===== src/rtl/mux8cross_1.sv =====
// Registered 8-to-1 multiplexer whose select is formed as {s0, s1, s2}, with s0 as the MSB.
// Alongside the data it registers a one-hot decode of the select for status and debug.
module mux8cross_1 #(
  parameter int WIDTH = 1
) (
  input  logic             clk,
  input  logic             rst_n,
  input  logic             en,
  input  logic [WIDTH-1:0] a0,
  input  logic [WIDTH-1:0] a1,
  input  logic [WIDTH-1:0] a2,
  input  logic [WIDTH-1:0] a3,
  input  logic [WIDTH-1:0] a4,
  input  logic [WIDTH-1:0] a5,
  input  logic [WIDTH-1:0] a6,
  input  logic [WIDTH-1:0] a7,
  input  logic             s0,
  input  logic             s1,
  input  logic             s2,
  output logic [WIDTH-1:0] y,
  output logic [7:0]       sel_onehot
);

  logic [2:0]       idx_s;
  logic [WIDTH-1:0] mux_s;
  logic [7:0]       onehot_s;

  function automatic logic [7:0] decode3(input logic [2:0] idx);
    logic [7:0] dec;
    case (idx)
      3'd0:    dec = 8'h01;
      3'd1:    dec = 8'h02;
      3'd2:    dec = 8'h04;
      3'd3:    dec = 8'h08;
      3'd4:    dec = 8'h10;
      3'd5:    dec = 8'h20;
      3'd6:    dec = 8'h40;
      3'd7:    dec = 8'h80;
      default: dec = 8'h00;
    endcase
    return dec;
  endfunction

  assign idx_s = {s0, s1, s2};

  // Only the addressed input reaches mux_s, so unknowns on the other inputs cannot leak into y
  always_comb begin
    mux_s    = {WIDTH{1'b0}};
    onehot_s = decode3(idx_s);
    case (idx_s)
      3'd0:    mux_s = a0;
      3'd1:    mux_s = a1;
      3'd2:    mux_s = a2;
      3'd3:    mux_s = a3;
      3'd4:    mux_s = a4;
      3'd5:    mux_s = a5;
      3'd6:    mux_s = a6;
      3'd7:    mux_s = a7;
      default: mux_s = {WIDTH{1'b0}};
    endcase
  end

  // Output registers: async clear, capture on en, otherwise hold
  always_ff @(posedge clk or negedge rst_n) begin
    if (!rst_n) begin
      y          <= {WIDTH{1'b0}};
      sel_onehot <= 8'h00;
    end else if (en) begin
      y          <= mux_s;
      sel_onehot <= onehot_s;
    end else begin
      y          <= y;
      sel_onehot <= sel_onehot;
    end
  end

endmodule


===== config.mk =====
export PLATFORM = sky130hd
export DESIGN_NAME = mux8cross_1
export DESIGN_NICKNAME = d
export VERILOG_FILES = /design/src/rtl/mux8cross_1.sv
export SDC_FILE = /design/constraint.sdc
export NUM_CORES = 1
export LEC_CHECK = 0
export ABC_AREA = 1
export CORE_UTILIZATION = 35
export DETAILED_ROUTE_END_ITERATION = 8
export MAX_ROUTING_LAYER = met4
export PLACE_DENSITY = 0.73
export REMOVE_ABC_BUFFERS = 1
export SLEW_MARGIN = 10
export SYNTH_ARGS = -nofsm -noshare
export SYNTH_HDL_FRONTEND = slang
export SYNTH_SLANG_ARGS = --single-unit

===== constraint.sdc =====
create_clock -name clk -period 0.8 [get_ports clk]
set_input_delay 0.12 -clock clk [delete_from_list [all_inputs] [get_ports clk]]
set_output_delay 0.12 -clock clk [all_outputs]
set_load 0.02 [all_outputs]

==> metrics.log <==
INFO  metric hold_buffers = 0
INFO  metric synth_top_family_by_area = simple AND/OR/NAND/NOR gates
INFO  metric synthesis.yosys.warnings = 0
INFO  metric drt_drc_violations_left = 0
INFO  metric drt_via_density = roughly 5
INFO  metric fin_crit_sh = 115%
INFO  metric cts_made_buffers = 3
INFO  metric finalCoreUtilization = 65.8%
INFO  metric grt_usage = about a fifth
INFO  metric die_h = around 40 µm
INFO  metric seqCellArea = roughly 230 µm²
INFO  metric synth-adder-area-share = 0%
INFO  metric synth_xor_xnor_area_share = 0%
INFO  metric area_growth_syn_to_layout = 74.1%
INFO  metric outcome = finished, violations left
INFO  metric whs = 0.137 ns
INFO  metric power_density = 1400 nW/µm²
INFO  metric number_of_antenna_violations_at_the_first_check_in_global_routing = 0
INFO  metric die-width = between 30 and 40 µm
INFO  metric wl_per_cell = 13.0 µm
INFO  metric coreArea = between 1000 and 1500 µm²
INFO  metric avgSynthCellArea = approximately 8.4 µm²
INFO  metric finalCriticalPeriod = approximately 0.92 ns
INFO  metric detailedRoute.firstIterationViolations = 20
INFO  metric timing.critical_path.cells = buf_6
INFO  metric synth.mux.area_fraction = 0%
INFO  metric final_critical_path_setup_slack = -0.121 ns
INFO  metric gp_congestion = between 0.8 and 0.9
INFO  metric cts_root_buffer = clkbuf_4
INFO  metric end_kind = output port
INFO  metric finalPower = between 1 and 1.5 mW
INFO  metric critical_path_required = 0.68 ns
INFO  metric timing_max_transition_violations_final = 0
INFO  metric globalRoute.totalOverflow = 0
INFO  metric criticalPathCategory = register to output port
INFO  metric power.static_leakage = approximately 0.48 nW
INFO  metric drive_above_1_share = between 30% and 40%
INFO  metric syn-instance-count = 59
INFO  metric cp_num_buf_inv = 1
INFO  metric io-pin-count = 23
INFO  metric hold_path_class = primary input to async pin
INFO  metric report.final.hold_viol_count = 0
INFO  metric vdd_ir_drop_max = 0.825 mV
INFO  metric clk_pin_slew_worst_paths = approximately 0.070 ns
INFO  metric failing_checks = setup timing
INFO  metric cp_slowest_stage_delay = 0.40 ns
INFO  metric clockBufferDepth = 2
INFO  metric fill_cells = 113
INFO  metric synth_area_in_compound_gates = between 10% and 20%
INFO  metric worst_skew_pair.late_latency = roughly 0.27 ns
INFO  metric netlist_area = ~500 µm²
INFO  metric insertedDiodeCount = 0
INFO  metric cts.sinks = 9
INFO  metric rsz0062_at_grt = true
INFO  metric critical_path.max_fanout = 2
INFO  metric finalClockSkew = 0 ns
INFO  metric totalWireLength = roughly 1.4 mm
INFO  metric synth_cell_types = 15
INFO  metric maxcap_violations = 0
INFO  metric final-setup-viol-count = 9
INFO  metric multi_input_logic_area = 223 µm²
INFO  metric num_rows = 13
INFO  metric timing.critical_path.arrival = approximately 0.80 ns
INFO  metric grt_start_max_net_pins = 10
INFO  metric initial_core_util = approximately 38%
INFO  metric h-tree-depth = 1
INFO  metric critical-path-slowest-cell = dfrtp_1
INFO  metric cts_tree = done
INFO  metric via_count = 552
INFO  metric final_nets = 110
INFO  metric critPathTopFamily = flip-flops
INFO  metric dp_hpwl = 934 µm
INFO  metric antenna_nets_post_route = 0
INFO  metric max_slew.worst_pin.slew = ~0.24 ns
INFO  metric maxSlewHeadroom = 83.9%
INFO  metric start_kind = register
INFO  metric ys_seq_elements = 9
INFO  metric placement.io_buffers = 22
INFO  metric seq_area_frac_synth = between 40% and 50%
INFO  metric die_area = 1580 µm²
INFO  metric drt_pass1_iterations = 4
INFO  metric max_freq = 1.09 GHz
INFO  metric grt_pass1_wl = 2.01 mm
INFO  metric synthSimpleGateAreaFrac = about a third
INFO  metric first_global_vias = 484
==> repair_timing <==
item / CTS / global route
gates resized for setup: 65 / 17
pin swaps: 1 / 16
cloned: 1 / 0
buffers inserted: 5 / 0
setup endpoints to repair: 18 / 15
==> cells in the final DEF, fill, tap and decap left out <==
| cell | instances |
|---|---|
| nor2_4 | 1 |
| clkinvlp_4 | 2 |
| inv_2 | 2 |
| clkbuf_4 | 3 |
| o21ai_2 | 1 |
| dlymetal6s2s_1 | 6 |
| buf_6 | 11 |
| dfrtp_1 | 9 |
| nand4_1 | 6 |
| nor2_1 | 2 |
| o41ai_2 | 2 |
| nand2_2 | 1 |
| clkbuf_1 | 1 |
| clkdlybuf4s15_1 | 2 |
| inv_1 | 1 |
| buf_2 | 1 |
| inv_4 | 1 |
| o21ai_0 | 2 |
| nand3_1 | 6 |
| o21ai_1 | 3 |
| buf_4 | 11 |
| nand2_1 | 17 |
| clkdlybuf4s50_1 | 3 |
| clkbuf_2 | 1 |
==> through the flow <==
stage	worst slack, ns	TNS, ns	instance area, µm²	std cells
finish	-0.121	-0.999	867	110
global route	-0.145	-1.24	867	110
CTS	-0.126	-1.06	847	110
detailed placement	-0.603	-6.50	758	100
global placement	-0.562	-6.15	758	100
floorplan	0.0827	0	459	55
==> logic make-up after synthesis <==
logic type | Yosys count
flops | 9
compound gates | 8
simple gates | 33
buf+inv | 9
==> flip-flops by register name, indices dropped and copies added, names as in the netlist <==
name and cells:
sel_onehot 8, y 1
==> per-layer routing <==
metal  vias to the layer above  wire [µm]  global-route usage, %
li1                        277          -                      -
met1                       253        600                   23.1
met2                        18        730                   33.6
met3                         4         63                   3.41
met4                         0         34                   12.9
met5                         -          0                      -
==> path summary, 6_finish.rpt <==
| check | startpoint | to | slack, ns | cells after the start |
|---|---|---|---|---|
| worst max-delay path | sel_onehot[2] | sel_onehot[2] | -0.12 | 1 |
| worst max register to register | sel_onehot[5] | sel_onehot[5] | 0.05 | 3 |
| worst min-delay path | rst_n | sel_onehot[4] | 0.14 | 2 |
| worst min register to register | y | y | 0.51 | 2 |
| max in group asynchronous | rst_n | sel_onehot[1] | 0.53 | 2 |
| min in group clk | s2 | sel_onehot[1] | 0.22 | 3 |
==> synthesized netlist by cell type (all sizes together) <==
library cell / number / share of area [%]
o21ai: 6 / 6.8
buf: 4 / 7.8
nor2: 3 / 3.8
dfrtp: 9 / 45
nand2: 18 / 14
inv: 5 / 3.8
nand4: 6 / 7.5
o41ai: 2 / 5.0
nand3: 6 / 6.0
==> worst reg2reg max path, delay by kind of cell, from the launching register on <==
kind | cells | cell delay [ns]
buffers and inverters | 1 | 0.13
DFF | 1 | 0.39
AOI/OAI and AO/OA | 1 | 0.06
and+or+nand+nor | 1 | 0.05
==> where the power goes <==
group	switching [mW]	internal, mW	leakage, nW	total (mW)
Clock	0.180	0.193	0.0150	0.373
Sequential	0.0201	0.485	0.120	0.505
Combinational	0.165	0.176	0.342	0.341
==> area by class of cell <==
| type | count | share of cell area (%) |
|---|---|---|
| timing repair buffer | 35 | 39.4 |
| sequential | 9 | 26.0 |
| multi-input combinational | 41 | 25.7 |
| clock buffer | 4 | 3.03 |
| inverter | 5 | 2.89 |
| tap | 15 | 2.16 |
| timing repair inverter | 1 | 0.866 |
(Power assumes the default switching activity.)
